$ cat config.mk
export PLATFORM = sky130hd
export DESIGN_NAME = pos_cache_reader_flat
export DESIGN_NICKNAME = d
export VERILOG_FILES = /design/src/rtl/pos_cache_reader_if.sv /design/src/rtl/pos_cache_reader.sv /design/src/flat_wrapper.sv
export SDC_FILE = /design/constraint.sdc
export NUM_CORES = 1
export LEC_CHECK = 0
export BUFFER_PORTS_ARGS = -buffer_cell sky130_fd_sc_hd__buf_2
export CORE_ASPECT_RATIO = 2
export CORE_MARGIN = 3
export CORE_UTILIZATION = 55
export CTS_CLUSTER_DIAMETER = 150
export DETAILED_ROUTE_END_ITERATION = 10
export GPL_TIMING_DRIVEN = 0
export HOLD_SLACK_MARGIN = 0.05
export PLACE_DENSITY = 0.81
export SYNTH_ARGS = -nofsm -noshare
export SYNTH_HDL_FRONTEND = slang
export SYNTH_SLANG_ARGS = --single-unit
$ cat constraint.sdc
create_clock -name clk -period 4.07 [get_ports clk]
set_clock_uncertainty 0.15 [all_clocks]
set_input_delay 0 -clock clk [delete_from_list [all_inputs] [get_ports clk]]
set_output_delay 0 -clock clk [all_outputs]
set_load 0.01 [all_outputs]
$ cat src/rtl/pos_cache_reader_if.sv
// Cache read port plus particle output stream of pos_cache_reader.
// master = reader side, slave = cache/consumer side.
interface pos_cache_reader_if #(
  parameter int DATA_WIDTH = 32,
  parameter int ADDR_WIDTH = 8
);
  logic [ADDR_WIDTH-1:0]   out_read_address;
  logic                    out_rden;
  logic [3*DATA_WIDTH-1:0] in_particle_info;
  logic [3*DATA_WIDTH-1:0] out_pos;
  logic [ADDR_WIDTH-1:0]   out_pos_index;
  logic                    out_pos_valid;
  logic                    in_ready;

  modport master (
    output out_read_address, out_rden, out_pos, out_pos_index, out_pos_valid,
    input  in_particle_info, in_ready
  );

  modport slave (
    input  out_read_address, out_rden, out_pos, out_pos_index, out_pos_valid,
    output in_particle_info, in_ready
  );
endinterface

$ cat src/rtl/pos_cache_reader.sv
// Read-side sequencer for one position cache: reads N at address 0, streams particles 1..N.
// Optional stall-cycle counter output enabled by POS_READER_STALL_CNT_EN.
module pos_cache_reader #(
  parameter int DATA_WIDTH   = 32,
  parameter int PARTICLE_NUM = 220,
  parameter int ADDR_WIDTH   = 8
) (
  input  logic                  clk,
  input  logic                  rst,
  input  logic                  start,
  input  logic                  motion_update_enable,
  pos_cache_reader_if.master    bus,
  output logic [ADDR_WIDTH-1:0] out_particle_count,
  output logic                  out_busy,
  output logic                  out_done,
  output logic                  out_abort,
  output logic                  out_count_err
`ifdef POS_READER_STALL_CNT_EN
  ,
  output logic [15:0]           out_stall_cycles
`endif
);

  localparam int PW = 3 * DATA_WIDTH;
  localparam logic [ADDR_WIDTH-1:0] MAX_N = ADDR_WIDTH'(PARTICLE_NUM);

  localparam logic [2:0] S_IDLE     = 3'd0;
  localparam logic [2:0] S_RD_CNT   = 3'd1;
  localparam logic [2:0] S_WAIT_CNT = 3'd2;
  localparam logic [2:0] S_STREAM   = 3'd3;
  localparam logic [2:0] S_DRAIN    = 3'd4;
  localparam logic [2:0] S_DONE     = 3'd5;

  logic [2:0]            state_q, state_d;
  logic                  pending_q, pending_d;
  logic [ADDR_WIDTH-1:0] next_addr_q, next_addr_d;
  logic [ADDR_WIDTH-1:0] count_q, count_d;
  logic                  err_q, err_d;
  logic                  abort_q, abort_d;
  logic                  rd_pend_q, rd_pend_d;
  logic [ADDR_WIDTH-1:0] rd_addr_q, rd_addr_d;
  logic [1:0]            occ_q, occ_d;
  logic [PW-1:0]         s0_data_q, s0_data_d, s1_data_q, s1_data_d;
  logic [ADDR_WIDTH-1:0] s0_idx_q, s0_idx_d, s1_idx_q, s1_idx_d;

  logic                  active, abort_now, launch, push, pop, issue;
  logic [2:0]            load;
  logic [ADDR_WIDTH-1:0] raw_cnt;

  assign active    = (state_q == S_RD_CNT) || (state_q == S_WAIT_CNT) ||
                     (state_q == S_STREAM) || (state_q == S_DRAIN);
  assign abort_now = active && motion_update_enable;
  assign launch    = (state_q == S_IDLE) && (start || pending_q) && !motion_update_enable;
  assign push      = rd_pend_q;
  assign pop       = (occ_q != 2'd0) && bus.in_ready;
  // A beat leaving this cycle frees its slot, which keeps throughput at one per cycle.
  assign load      = {1'b0, occ_q} + {2'b00, rd_pend_q} - {2'b00, pop};
  assign issue     = (state_q == S_STREAM) && (load < 3'd2);
  assign raw_cnt   = bus.in_particle_info[ADDR_WIDTH-1:0];

  assign bus.out_rden         = (state_q == S_RD_CNT) || issue;
  assign bus.out_read_address = issue ? next_addr_q : '0;
  assign bus.out_pos_valid    = (occ_q != 2'd0);
  assign bus.out_pos          = s0_data_q;
  assign bus.out_pos_index    = s0_idx_q;
  assign out_particle_count   = count_q;
  assign out_busy             = (state_q != S_IDLE);
  assign out_done             = (state_q == S_DONE);
  assign out_abort            = abort_q;
  assign out_count_err        = err_q;

  always_comb begin
    state_d     = state_q;
    pending_d   = pending_q;
    next_addr_d = next_addr_q;
    count_d     = count_q;
    err_d       = err_q;
    abort_d     = 1'b0;
    rd_pend_d   = issue;
    rd_addr_d   = issue ? next_addr_q : rd_addr_q;
    occ_d       = occ_q;
    s0_data_d   = s0_data_q;
    s0_idx_d    = s0_idx_q;
    s1_data_d   = s1_data_q;
    s1_idx_d    = s1_idx_q;

    case ({push, pop})
      2'b10: begin
        if (occ_q == 2'd0) begin
          s0_data_d = bus.in_particle_info;
          s0_idx_d  = rd_addr_q;
        end else begin
          s1_data_d = bus.in_particle_info;
          s1_idx_d  = rd_addr_q;
        end
        occ_d = occ_q + 2'd1;
      end
      2'b01: begin
        s0_data_d = s1_data_q;
        s0_idx_d  = s1_idx_q;
        occ_d     = occ_q - 2'd1;
      end
      2'b11: begin
        if (occ_q == 2'd1) begin
          s0_data_d = bus.in_particle_info;
          s0_idx_d  = rd_addr_q;
        end else begin
          s0_data_d = s1_data_q;
          s0_idx_d  = s1_idx_q;
          s1_data_d = bus.in_particle_info;
          s1_idx_d  = rd_addr_q;
        end
      end
      default: ;
    endcase

    case (state_q)
      S_IDLE: begin
        if (launch) begin
          state_d   = S_RD_CNT;
          pending_d = 1'b0;
          err_d     = 1'b0;
        end else if (start) begin
          pending_d = 1'b1;
        end
      end
      S_RD_CNT: state_d = S_WAIT_CNT;
      S_WAIT_CNT: begin
        if (raw_cnt > MAX_N) begin
          count_d = MAX_N;
          err_d   = 1'b1;
        end else begin
          count_d = raw_cnt;
        end
        next_addr_d = ADDR_WIDTH'(1);
        state_d     = (raw_cnt == '0) ? S_DONE : S_STREAM;
      end
      S_STREAM: begin
        if (issue) begin
          next_addr_d = next_addr_q + ADDR_WIDTH'(1);
          if (next_addr_q == count_q) state_d = S_DRAIN;
        end
      end
      S_DRAIN: if ((occ_d == 2'd0) && !rd_pend_d) state_d = S_DONE;
      S_DONE:  state_d = S_IDLE;
      default: state_d = S_IDLE;
    endcase

    if (abort_now) begin
      state_d   = S_IDLE;
      abort_d   = 1'b1;
      occ_d     = 2'd0;
      rd_pend_d = 1'b0;
      if (start) pending_d = 1'b1;
    end
  end

  always_ff @(posedge clk or negedge rst) begin
    if (!rst) begin
      state_q     <= S_IDLE;
      pending_q   <= 1'b0;
      next_addr_q <= '0;
      count_q     <= '0;
      err_q       <= 1'b0;
      abort_q     <= 1'b0;
      rd_pend_q   <= 1'b0;
      rd_addr_q   <= '0;
      occ_q       <= 2'd0;
      s0_data_q   <= '0;
      s0_idx_q    <= '0;
      s1_data_q   <= '0;
      s1_idx_q    <= '0;
    end else begin
      state_q     <= state_d;
      pending_q   <= pending_d;
      next_addr_q <= next_addr_d;
      count_q     <= count_d;
      err_q       <= err_d;
      abort_q     <= abort_d;
      rd_pend_q   <= rd_pend_d;
      rd_addr_q   <= rd_addr_d;
      occ_q       <= occ_d;
      s0_data_q   <= s0_data_d;
      s0_idx_q    <= s0_idx_d;
      s1_data_q   <= s1_data_d;
      s1_idx_q    <= s1_idx_d;
    end
  end

`ifdef POS_READER_STALL_CNT_EN
  logic [15:0] stall_q, stall_d;

  always_comb begin
    stall_d = stall_q;
    if (launch) begin
      stall_d = '0;
    end else if ((state_q != S_IDLE) && (occ_q != 2'd0) && !bus.in_ready &&
                 (stall_q != '1)) begin
      stall_d = stall_q + 16'd1;
    end
  end

  always_ff @(posedge clk or negedge rst) begin
    if (!rst) stall_q <= '0;
    else      stall_q <= stall_d;
  end

  assign out_stall_cycles = stall_q;
`endif

endmodule

$ cat src/flat_wrapper.sv
// flat-port wrapper written by rule: the top's interface ports become plain ports
module pos_cache_reader_flat 
#(
  parameter int DATA_WIDTH   = 32,
  parameter int PARTICLE_NUM = 220,
  parameter int ADDR_WIDTH   = 8
)
  (clk, rst, start, motion_update_enable, out_particle_count, out_busy, out_done, out_abort, out_count_err, bus_out_read_address, bus_out_rden, bus_out_pos, bus_out_pos_index, bus_out_pos_valid, bus_in_particle_info, bus_in_ready);
  pos_cache_reader_if #(.DATA_WIDTH(DATA_WIDTH), .ADDR_WIDTH(ADDR_WIDTH)) bus_i ();
  input  logic clk;
  input  logic rst;
  input  logic start;
  input  logic motion_update_enable;
  output logic [ADDR_WIDTH-1:0] out_particle_count;
  output logic out_busy;
  output logic out_done;
  output logic out_abort;
  output logic out_count_err;
  output wire logic [$bits(bus_i.out_read_address)-1:0] bus_out_read_address;
  output wire logic [$bits(bus_i.out_rden)-1:0] bus_out_rden;
  output wire logic [$bits(bus_i.out_pos)-1:0] bus_out_pos;
  output wire logic [$bits(bus_i.out_pos_index)-1:0] bus_out_pos_index;
  output wire logic [$bits(bus_i.out_pos_valid)-1:0] bus_out_pos_valid;
  input wire logic [$bits(bus_i.in_particle_info)-1:0] bus_in_particle_info;
  input wire logic [$bits(bus_i.in_ready)-1:0] bus_in_ready;
  assign bus_out_read_address = bus_i.out_read_address;
  assign bus_out_rden = bus_i.out_rden;
  assign bus_out_pos = bus_i.out_pos;
  assign bus_out_pos_index = bus_i.out_pos_index;
  assign bus_out_pos_valid = bus_i.out_pos_valid;
  assign bus_i.in_particle_info = bus_in_particle_info;
  assign bus_i.in_ready = bus_in_ready;
  pos_cache_reader #(.DATA_WIDTH(DATA_WIDTH), .PARTICLE_NUM(PARTICLE_NUM), .ADDR_WIDTH(ADDR_WIDTH)) u_core (.clk(clk), .rst(rst), .start(start), .motion_update_enable(motion_update_enable), .bus(bus_i), .out_particle_count(out_particle_count), .out_busy(out_busy), .out_done(out_done), .out_abort(out_abort), .out_count_err(out_count_err));
endmodule
# Word-level counts from Yosys, hierarchy flattened
# Index checks and enable logic that the tools add are counted.
# word_totals
register_bits	241
in_bits	101
out_inout_bits	126
word_cells	103
# classes
n_addsub	5
n_lt_le_gt_ge	2
n_eq_ne	20
n_mux	35
reduce_logical	28
# op_table
op	count
96-bit two-way mux	4
96-bit case mux with 3 select lines	1
96-bit case mux with 2 select lines	1
8-bit two-way mux	7
8-bit case mux with 2 select lines	2
8-bit case mux with 3 select lines	1
3-bit two-way mux	6
3-bit case mux with 5 select lines	1
1-bit two-way mux	9
8-bit by 1-bit adder with 8-bit output (second input constant)	1
8-bit == test	1
8-bit greater-than comparator (second input constant)	1
8-bit zero test	1
2-bit nonzero test	4
3-bit by 2-bit == test with 1-bit output (second input constant)	2
3-bit == test (second input constant)	2
1-bit logical AND	6
2-bit by 1-bit inequality test with 1-bit output (second input constant)	3
2-bit inequality test (second input constant)	3
3-bit by 1-bit inequality test with 1-bit output (second input constant)	2
3-bit by 2-bit inequality test with 1-bit output (second input constant)	2
3-bit AND reduction	2
3-bit nonzero test	2
1-bit logical OR	5
16 further kinds	21

# Longest topological paths before layout
# Gate-level depths: netlist (run 1).
# logic_depth
ltp_word	10
depth_mapped	12
depth_no_buf	10

# Worst setup path before layout (run 1)
# No wires, ideal clock.
# synth_timing
path_type	register to register
from	reg u_core.occ_q[1]
to	reg u_core.next_addr_q[6]
setup_time_ns	0.120
arrival_ns	2.595
required_ns	3.800
slack_ns	1.205
path_stages_with_launch	13
path_buffers	2
period_less_slack_ns	2.865
cell_sequence	dfrtp_1 inv_1 ha_1 nor2b_1 buf_6 xnor2_1 and2_1 fa_1 xor2_1 and3_1 buf_2 and2_1 a31o_2
# synth_between
elab_chain_cells	7
elab_cells_between_ends	8
cone_classes	add/sub (2); order compare (1); eq/ne (1); reduce/logical (4)
# synth_lines
element	line	source
from (decl)	pos_cache_reader.sv:42	logic [1:0] occ_q, occ_d;
from (signal assigned)	pos_cache_reader.sv:168	occ_q <= 2'd0;
from (signal assigned)	pos_cache_reader.sv:182	occ_q <= occ_d;
branches (longest 2 deep; another with 2-bit by 1-bit adder with 3-bit output)	-	
3-bit by 1-bit subtractor with 3-bit output (*)	pos_cache_reader.sv:57	assign load = {1'b0, occ_q} + {2'b00, rd_pend_q} - {2'b00, pop};
3-bit by 2-bit less-than comparator with 1-bit output (*)	pos_cache_reader.sv:58	assign issue = (state_q == S_STREAM) && (load < 3'd2);
1-bit logical AND (*)	pos_cache_reader.sv:58	
2-bit by 1-bit inequality test with 1-bit output (no line) (*)	-	
2-bit AND reduction (no line) (*)	-	
to (signal assigned)	pos_cache_reader.sv:176	next_addr_q <= next_addr_d;
to (decl)	pos_cache_reader.sv:36	logic [ADDR_WIDTH-1:0] next_addr_q, next_addr_d;
# Mark *: on every way between the ends.
# A chain may end at the register's enable or synchronous reset.

# Worst setup path in the final report (run 1)
# layout_timing
from	reg u_core.occ_q[1]
to	out bus_out_read_address[5]
# layout_between
elab_chain_cells	6
elab_cells_between_ends	7
cone_classes	add/sub (2); order compare (1); mux (1); reduce/logical (3)
# layout_lines
element	line	source
branches (longest 2 deep; another with 2-bit by 1-bit adder with 3-bit output)	-	
3-bit by 1-bit subtractor with 3-bit output (*)	pos_cache_reader.sv:57	
3-bit by 2-bit less-than comparator with 1-bit output (*)	pos_cache_reader.sv:58	
1-bit logical AND (*)	pos_cache_reader.sv:58	
8-bit two-way mux (*)	pos_cache_reader.sv:62	assign bus.out_read_address = issue ? next_addr_q : '0;
to (decl)	flat_wrapper.sv:19	output wire logic [$bits(bus_i.out_read_address)-1:0] bus_out_read_address;
# Marked as above.

==> run_results.csv, run 1 <==
group,metric,value,unit
synth,synth.avg_cell_area,12.2,sq um
synth,synth_edf_count,0,
power,ir_drop,0.443,mV
detailed_routing,vias,8258,
synth,ys_seq_elements,241,
critical_path,crit_path_max_fanout,10,
synth,synth_top_family_by_area,"multiplexers",
critical_path,cp_slowest_stage_delay,440,ps
clock_tree,clk_pin_slew,60,ps
global_routing,grt_pass1_wl,47300,microns
synth,synthFlopType,"dfrtp_1",
timing,fmax,0.274,GHz
cells_and_area,drive_above_1_share,0.330,
cells_and_area,finalInstanceArea,13900,sq um
die,fp-row-count,70,
detailed_routing,drc,0,
hold_path,min_path_type,"input pin to flip-flop",
synth,synth-compound-area-share,0.0796,
cells_and_area,nets,1324,
global_routing,grt_remaining_overflow,0,
detailed_routing,drt-pass1-iter-count,5,
timing,setup-tns-final,0,ps
global_routing,grt_usage,0.281,
detailed_routing,routed_wl,29200,microns
synth,async_flop_share,1.00,
clock_tree,root_buffer,"clkbuf_16",
synth,synthDominantCellAreaShare,0.576,
synth,netlist_top_cells_area,"dfrtp_1, mux2i_1, mux2_2",
timing,drv_slew,0,
critical_path,critPathKind,"flip-flop to primary output",
synth,synthesis.area,10500,sq um
critical_path,cp_slowest_cell,"dfrtp_1",
critical_path,arrival,3500,ps
synth,synth_area_leader_cell,"dfrtp_1",
synth,synth_warnings,0,
die,pin_count,227,
clock_tree,cts_tree,"done",
synth,synth_fa_ha_area_frac,0.00550,
synth,synth_seq_area_share,0.576,
power,power_frac_clock,0.240,
timing,rsz0062_at_grt,"no",
power,p_int,0.00618,W
place,dp_hpwl,18500,microns
critical_path,cp-start-kind,"flip-flop",
place,numPortBuffers,226,
synth,ys_types,49,
die,core,18500,sq um
critical_path,endpoint_kind,"primary output",
place,gp_congestion,0.807,
detailed_routing,drt.antenna.violating_nets,0,
clock_tree,cts-buffers-inserted,23,
die,dieArea,20800,sq um
power,power-per-cell-area,682,nW/um^2
detailed_routing,drt_iter0_markers,317,
synth,synth_fp_nets,964,
timing,timing.hold.ws,115,ps
timing,setup-violations-final,0,
timing,worstMarginPinSlew,899,ps
power,power_switching_share,0.346,
die,die_w,104,microns
critical_path,crit_chain,"inv_1, ha_1, nor2b_1, buf_6, xnor2_1, and2_1, fa_1, xor2_1, and3_1, buf_2, and2_1, buf_2",
timing,final.setup.worst_slack,420,ps
timing,fin_crit,3650,ps
critical_path,crit_required,3920,ps
clock_tree,postCtsSetupBuffers,0,
power,power_frac_comb,0.343,
clock_tree,h-tree-depth,1,
global_routing,grt_pass1_vias,9085,
synth,muxShareOfSynthArea,0.214,
power,p_seq_frac,0.417,
timing,fin_crit_sh,0.897,
die,die_y,201,microns
synth,synth_cells,859,
clock_tree,insertion_delay,510,ps
run_status,outcome,"finished, final reports clean",
detailed_routing,viasPerCell,5.54,
clock_tree,clockBufferDepth,3,
detailed_routing,wl_per_cell,19.6,microns
place,dp_slack,780,ps
synth,synth-simple-area-share,0.0759,
synth,synth-xor-area-share,0.00920,
global_routing,antenna_found_initial,4,
job,drv_cap,0,
power,power_switching,0.00327,W
global_routing,grt_max_degree,127,
power,p_leak,7.37,nW
clock_tree,clock_sinks,241,
die,start_util,0.567,
cells_and_area,syn_to_final_growth,32.3,%
timing,hold_viol,0,
place,placed_area,12000,sq um
timing,relSlewSlack,0.399,
## registers in the layout (all words and copies together) (netlist names)
register and flops:
u_core.s1_data_q 96, u_core.out_count_err 1, u_core.state_q 3, u_core.out_abort 1
u_core.occ_q 2, u_core.out_particle_count 8, u_core.s1_idx_q 8, u_core.rd_addr_q 8
u_core.bus.out_pos_index 8, u_core.pending_q 1, u_core.push 1, u_core.next_addr_q 8
u_core.bus.out_pos 96
## cells in the mapped netlist (9+ instances only)
master and count:
o21ai_1 14, and2_1 9, buf_6 19, xnor2_1 9, dfrtp_1 241, mux2i_1 106
o21ai_0 94, mux2_2 90, mux2_1 15, clkbuf_1 13, buf_2 24, nand2_1 126
nor2_1 13
## area by class of cell
type | count | area (sq um)
antenna | 4 | 10.0
clock buffer | 31 | 676
sequential | 241 | 6030
multi-input combinational | 553 | 4030
tap | 252 | 315
buffer | 56 | 383
inverter | 9 | 33.8
clock inverter | 9 | 136
timing repair buffer | 335 | 2250
fill | 1169 | 4620
## through the flow
stage,std cells,total power (W),utilization
final,1490,0.00946,0.750
after global routing,1490,0.00999,0.750
after CTS,1486,0.00939,0.749
after detailed placement,1338,0.00698,0.647
after global placement,1337,0.00681,0.645
after floorplan,859,0.00576,-
## cells by family (layout without fill, tap and decap cells)
logic type	Yosys count	count (layout)
other	0	4
buffers and inverters	65	440
xor gates and xnor gates	11	11
adders and majority gates	4	4
AOI/OAI and AO/OA	146	146
DFF	241	241
and+or+nand+nor	181	181
muxes	211	211
## metal layers
| layer | GRT usage | vias up | wire [microns] |
|---|---|---|---|
| li1 | - | 3711 | - |
| met1 | 0.290 | 4121 | 9930 |
| met2 | 0.530 | 294 | 16100 |
| met3 | 0.0414 | 132 | 1220 |
| met4 | 0.167 | 0 | 1930 |
| met5 | 0 | - | 0 |
## timing repair
item	4_1_cts	5_1_grt
hold endpoints to repair	324	0
resized for setup	0	0
hold buffers	108	0
## critical path: cells and delay by family, from the launching register on
kind | cells | cell delay [ps]
and+or+nand+nor | 4 | 720
xor gates and xnor gates | 2 | 450
buffers and inverters | 4 | 680
DFF | 1 | 440
adders and majority gates | 2 | 720
## power groups by stage
stage | clock network, W | logic (W) | registers [W]
CTS | 0.00230 | 0.00320 | 0.00389
finish | 0.00227 | 0.00325 | 0.00394
global route | 0.00240 | 0.00355 | 0.00404
floorplan | 0 | 0.00173 | 0.00403
global placement | 0 | 0.00294 | 0.00387
detailed placement | 0 | 0.00306 | 0.00392
## placed cells by master (no fill, tap or decap), types with 8 or more instances in the layout
master / Yosys / layout
buf_2: 24 / 249
mux2_2: 90 / 90
clkbuf_16: 0 / 23
dfrtp_1: 241 / 241
clkbuf_1: 13 / 14
xnor2_1: 9 / 9
inv_1: 8 / 8
mux2_1: 15 / 15
nand2_1: 126 / 126
and2_1: 9 / 9
nor2_1: 13 / 13
buf_6: 19 / 19
o21ai_0: 94 / 94
mux2i_1: 106 / 106
dlygate4sd3_1: 0 / 108
o21ai_1: 14 / 14
## worst paths after layout
| path | startpoint | endpoint | slack (ps) | depth (start not counted) |
|---|---|---|---|---|
| worst max register to register | u_core.occ_q[1] | u_core.state_q[0] | 750 | 11 |
| min in group asynchronous | rst | u_core.bus.out_pos[38] | 470 | 3 |
| worst min-delay path | bus_in_particle_info[43] | u_core.s1_data_q[43] | 110 | 3 |
| worst min register to register | u_core.bus.out_pos[48] | u_core.bus.out_pos[48] | 330 | 2 |
| max in group asynchronous | rst | u_core.s1_data_q[51] | 1550 | 4 |
| worst max-delay path | u_core.occ_q[1] | bus_out_read_address[5] | 420 | 12 |
Note: power is estimated with default switching activity, not from simulation.
==> run 2, diff against run 1 <==
Settings changed: ABC_AREA set to 1, CTS_CLUSTER_SIZE set to 8.
==> run 2 against run 1 <==
Net effect:
- sequential power is 6.6% higher
- synthesized cell count is 24% higher
- sequential share of layout area hardly changed
- cell count is 13% higher
- worst setup slack better by 150 ps
- hold slack worse by 110 ps
- routed wire length is 8.5% higher
- combinational power is 23% higher
- register-to-register slack better by 150 ps
- core utilization is 0.061 points higher
- clock power is 13% higher
- critical path depth stayed put
- critical path type unchanged
- critical endpoint is now bus_out_read_address[2]
==> run_results.csv, run 2 <==
group,metric,value,unit
synth,synth_top_family_by_area,"simple AND/OR/NAND/NOR gates",
place,gp_congestion,0.937,
die,die_w,103,microns
global_routing,grt_usage,0.310,
timing,rsz0062_at_grt,"no",
die,start_util,0.564,
timing,fmax,0.286,GHz
timing,drv_slew,0,
cells_and_area,fin_util,0.751,
critical_path,critPathTopFamily,"simple AND/OR/NAND/NOR gates",
detailed_routing,drt-pass1-iter-count,7,
job,drv_cap,0,
critical_path,cp-start-kind,"flip-flop",
die,die_y,201,microns
global_routing,grt_pass1_wl,51000,microns
synth,synth_fp_nets,1172,
cells_and_area,final_cells,1686,
critical_path,crit_required,3920,ps
synth,synth_fa_ha_area_frac,0.00552,
synth,netlist_top_cells_area,"dfrtp_1, mux2_2, nand2_1",
clock_tree,clockBufferDepth,3,
synth,synthFlopType,"dfrtp_1",
power,power-per-cell-area,776,nW/um^2
critical_path,arrival,3350,ps
die,pin_count,227,
cells_and_area,diodes,0,
critical_path,path_buf_inv,4,
synth,synth_area_leader_cell,"dfrtp_1",
global_routing,antenna_found_initial,0,
critical_path,crit_path_max_fanout,17,
synth,synth_edf_count,0,
cells_and_area,nets,1538,
global_routing,grt_remaining_overflow,0,
critical_path,endpoint_kind,"primary output",
clock_tree,cts-buffers-inserted,36,
clock_tree,h-tree-depth,2,
synth,synthesis.area,10400,sq um
place,dp_hpwl,20700,microns
detailed_routing,drt.antenna.violating_nets,0,
critical_path,critPathKind,"flip-flop to primary output",
hold_path,min_path_type,"input pin to asynchronous set/reset pin",
synth,synth_most_common_cell,"dfrtp_1",
clock_tree,postCtsSetupBuffers,0,
timing,final.setup.worst_slack,573,ps
detailed_routing,drt_iter0_markers,467,
detailed_routing,viasPerCell,5.68,
clock_tree,insertion_delay,480,ps
place,dp_slack,576,ps
cells_and_area,final_cell_mix,"buf_2, dfrtp_1, nand2_1",
clock_tree,cts_tree,"done",
critical_path,cp_slowest_cell,"fa_1",
die,fp-row-count,70,
synth,ys_seq_elements,241,
detailed_routing,routed_wl,31700,microns
detailed_routing,vias,9579,
critical_path,crit_chain,"inv_1, ha_1, nor2_4, nand2_1, fa_1, a21oi_1, nand2_1, nor2_1, buf_4, inv_2, nor2_1, buf_2",
cells_and_area,drive_above_1_share,0.273,
power,ir_drop,0.579,mV
timing,worstMarginPinSlew,898,ps
power,p_leak,6.68,nW
synth,synth_seq_area_share,0.578,
synth,synth-xor-area-share,0.00336,
synth,synthDominantCellAreaShare,0.578,
clock_tree,post_cts_resize_count,0,
die,dieArea,20800,sq um
synth,synth-simple-area-share,0.182,
synth,synth-compound-area-share,0.0874,
synth,muxShareOfSynthArea,0.0950,
synth,ys_types,26,
synth,yosys-top-cells-count,"dfrtp_1, nand2_1, nor2_1",
timing,setup-violations-final,0,
clock_tree,clock_sinks,241,
critical_path,cp_slowest_stage_delay,480,ps
global_routing,grt_max_degree,125,
run_status,outcome,"finished, final reports clean",
timing,relSlewSlack,0.402,
detailed_routing,wl_per_cell,18.8,microns
timing,hold_viol,0,
place,dp.cells,1546,
cells_and_area,syn_to_final_growth,33.0,%
place,numPortBuffers,226,
synth,synth_warnings,0,
clock_tree,clk_pin_slew,50,ps
timing,fin_crit_sh,0.859,
cells_and_area,final_common_cell,"buf_2",
synth,synth.avg_cell_area,9.78,sq um
synth,synth_cells,1067,
synth,async_flop_share,1.00,
clock_tree,root_buffer,"clkbuf_16",
global_routing,grt_pass1_vias,10325,
die,core,18500,sq um
detailed_routing,drc,0,
timing,fin_crit,3500,ps
[run 2: cell types whose count changed in the layout (fill, tap and decap cells not counted), sizes merged, moves of 11 or more]
cell	change
a31oi	+106
nand2	+66
nand3	+120
mux2i	-106
nor2	+123
mux2	-17
buf	-11
inv	+41
clkbuf	+32
o21ai	-82
[run 2: final cells by class]
| class | count | area [sq um] |
|---|---|---|
| buffer | 70 | 313 |
| inverter | 51 | 191 |
| clock inverter | 1 | 8.76 |
| sequential | 241 | 6030 |
| multi-input combinational | 704 | 3890 |
| timing repair buffer | 329 | 2190 |
| fill | 1198 | 4610 |
| clock buffer | 38 | 930 |
| tap | 252 | 315 |
[run 2: routing by layer]
layer  vias to the layer above  routed length [microns]  track usage
met1                      4694                    10800        0.320
li1                       4345                        -            -
met5                         -                        0            0
met3                       126                     1600       0.0497
met2                       414                    17400        0.561
met4                         0                     1850        0.185
[run 2: kinds of logic (layout without fill, tap and decap cells)]
logic type / after synthesis / after routing
DFF: 241 / 241
adders and majority gates: 4 / 4
buffers and inverters: 122 / 489
and+or+nand+nor: 458 / 458
AOI/OAI and AO/OA: 150 / 150
xor gates and xnor gates: 4 / 4
muxes: 88 / 88
[run 2: timing repair]
action / in CTS / in global routing
endpoints found under the setup margin: 0 / 1
endpoints found under the hold margin: 326 / 0
hold buffers: 102 / 0
[run 2: power by group]
group	total, W	switching, W	leakage [nW]	internal, W
Clock	0.00257	0.000974	0.461	0.00159
Combinational	0.00400	0.00235	3.28	0.00164
Sequential	0.00420	0.000678	2.94	0.00352
[run 2: worst paths after layout]
kind                                               start                      end  slack [ps]  depth (start not counted)
worst max-delay path                     u_core.occ_q[0]  bus_out_read_address[2]         570                         12
worst min-delay path                                 rst     u_core.s1_data_q[41]           8                          2
worst max register to register           u_core.occ_q[0]    u_core.next_addr_q[4]         900                         14
worst min register to register        u_core.s1_idx_q[4]       u_core.s1_idx_q[4]         330                          2
max in group asynchronous                            rst    u_core.next_addr_q[4]        2620                          3
min in group clk                bus_in_particle_info[48]     u_core.s1_data_q[48]         160                          3
[run 2: worst register-to-register path, delay by kind of cell (launching register included)]
| kind | cells | cell delay (ps) |
|---|---|---|
| fa+ha+maj | 2 | 790 |
| simple gates | 9 | 1370 |
| buf+inv | 2 | 310 |
| flops | 1 | 380 |
| compound gates | 1 | 40 |
[run 2: metrics by stage]
stage / power (W) / hold slack [ps] / instance area (sq um) / setup TNS (ps)
after floorplan: 0.00648 / -446 / 10400 / 0
after detailed placement: 0.00799 / -8.16 / 11900 / 0
final: 0.0108 / 7.79 / 13900 / 0
after CTS: 0.0107 / 77.0 / 13900 / 0
after global routing: 0.0114 / 114 / 13900 / 0
after global placement: 0.00780 / 67.2 / 11900 / -302230
==> run 3, diff against run 2 <==
Settings changed: ABC_AREA 1 to unset.
==> run 3 against run 2 <==
Net effect:
- routed wire length fell by 5.7%
- sequential power decreased by 5.7%
- highest routed layer unchanged
- worst setup slack lost 160 ps
- largest cell class unchanged
- via count fell by 13%
- hold slack improved by 6.4 ps
- sequential share of layout area decreased by 0.30 points
==> run_results.csv, run 3 (synthesized netlist as in run 1, its figures left out) <==
group,metric,value,unit
run_status,outcome,"finished, final reports clean",
critical_path,cp-start-kind,"flip-flop",
global_routing,grt_pass1_vias,9309,
timing,drv_slew,0,
global_routing,grt_usage,0.287,
clock_tree,cts_tree,"done",
clock_tree,clock_sinks,241,
die,die_y,201,microns
global_routing,grt_pass1_wl,48000,microns
detailed_routing,wl_per_cell,20.1,microns
place,gp_congestion,0.807,
critical_path,crit_required,3920,ps
die,fp-row-count,70,
detailed_routing,drt-pass1-iter-count,4,
global_routing,antenna_found_initial,4,
clock_tree,post_cts_resize_count,0,
place,dp_hpwl,18500,microns
power,ir_drop,0.483,mV
cells_and_area,final_cells,1487,
timing,rsz0062_at_grt,"no",
power,power-per-cell-area,701,nW/um^2
cells_and_area,final_common_cell,"buf_2",
clock_tree,clk_pin_slew,50,ps
die,start_util,0.567,
cells_and_area,syn_to_final_growth,33.4,%
clock_tree,insertion_delay,500,ps
detailed_routing,drc,0,
cells_and_area,final_cell_mix,"buf_2, dfrtp_1, nand2_1",
power,finalPower,0.00979,W
critical_path,critPathKind,"flip-flop to primary output",
timing,fmax,0.273,GHz
clock_tree,postCtsSetupBuffers,0,
global_routing,grt_remaining_overflow,0,
critical_path,crit_path_max_fanout,10,
timing,worstMarginPinSlew,874,ps
critical_path,endpoint_kind,"primary output",
timing,relSlewSlack,0.417,
cells_and_area,drive_above_1_share,0.330,
die,core,18500,sq um
job,drv_cap,0,
clock_tree,clockBufferDepth,3,
hold_path,min_path_type,"input pin to asynchronous set/reset pin",
die,die_w,104,microns
clock_tree,cts-buffers-inserted,36,
place,numPortBuffers,226,
timing,fin_crit,3660,ps
die,pin_count,227,
cells_and_area,n_fill_cell,1138,
clock_tree,h-tree-depth,2,
detailed_routing,drt.antenna.violating_nets,0,
clock_tree,hold_buffers,106,
global_routing,grt_max_degree,127,
place,dp.cells,1338,
detailed_routing,vias,8311,
cells_and_area,nets,1335,
timing,setup-violations-final,0,
detailed_routing,routed_wl,29900,microns
clock_tree,root_buffer,"clkbuf_16",
power,p_leak,7.42,nW
detailed_routing,viasPerCell,5.59,
timing,fin_crit_sh,0.899,
die,dieArea,20800,sq um
cells_and_area,fin_util,0.756,
critical_path,arrival,3510,ps
timing,hold_viol,0,
detailed_routing,drt_iter0_markers,352,
timing,timing.hold.ws,14.2,ps
[run 3: cell count changes in the layout (fill, tap and decap cells not counted), moves of 8 or more]
cell      previous run  this run
clkbuf_1            39        14
mux2i_1              0       106
nand2_1            193       126
inv_1               47         8
nand3_1            123         3
buf_6                0        19
mux2_1               0        15
and2_1               0         9
xnor2_1              1         9
o21ai_1              1        14
nor2_1             135        13
o21ai_0             25        94
a31oi_1            107         1
[run 3: path summary, 6_finish.rpt]
path,slack (ps),end,cells after the start,from
setup reg to reg,750,u_core.state_q[0],11,u_core.occ_q[1]
hold / removal,10,u_core.bus.out_pos[45],2,rst
min in group clk,140,u_core.s1_data_q[43],3,bus_in_particle_info[43]
setup / recovery,410,bus_out_read_address[7],12,u_core.occ_q[1]
max in group asynchronous,2630,u_core.next_addr_q[1],3,rst
hold reg to reg,320,u_core.bus.out_pos_index[4],2,u_core.bus.out_pos_index[4]
[run 3: layout make-up]
cell class / instances / area, sq um / share of cell area
repair buffers: 333 / 2230 / 0.160
flip-flops and latches: 241 / 6030 / 0.432
well taps: 252 / 315 / 0.0226
multi-input cells: 553 / 4030 / 0.288
diodes: 4 / 10.0 / 0.000717
inverters: 9 / 33.8 / 0.00242
plain buffers: 56 / 383 / 0.0274
clock buffers: 38 / 930 / 0.0666
clock inverters: 1 / 8.76 / 0.000627
[run 3: metrics by stage]
step / instance area [sq um] / setup slack, ps / setup TNS, ps
2_1_floorplan: 10500 / 1200 / 0
3_3_place_gp: 11900 / -1290 / -304080
3_5_place_dp: 12000 / 780 / 0
4_1_cts: 14000 / 380 / 0
5_1_grt: 14000 / 212 / 0
6_report: 14000 / 411 / 0
[run 3: metal layers]
layer | GRT usage | vias up | part of all wire
li1 | - | 3724 | -
met1 | 0.283 | 4160 | 0.33
met2 | 0.544 | 297 | 0.56
met3 | 0.0507 | 130 | 0.045
met4 | 0.182 | 0 | 0.064
met5 | 0 | - | 0
[run 3: critical path: stages (launching register included)]
cell	delay, ps
dfrtp_1	440
inv_1	180
ha_1	340
nor2b_1	90
buf_6	150
xnor2_1	130
and2_1	190
fa_1	380
xor2_1	310
and3_1	220
buf_2	200
and2_1	220
buf_2	160
[run 3: power by group]
| group | total [W] | switching [W] | internal, W |
|---|---|---|---|
| clock | 0.00257 | 0.000976 | 0.00159 |
| sequential | 0.00396 | 0.000608 | 0.00335 |
| combinational | 0.00326 | 0.00178 | 0.00148 |
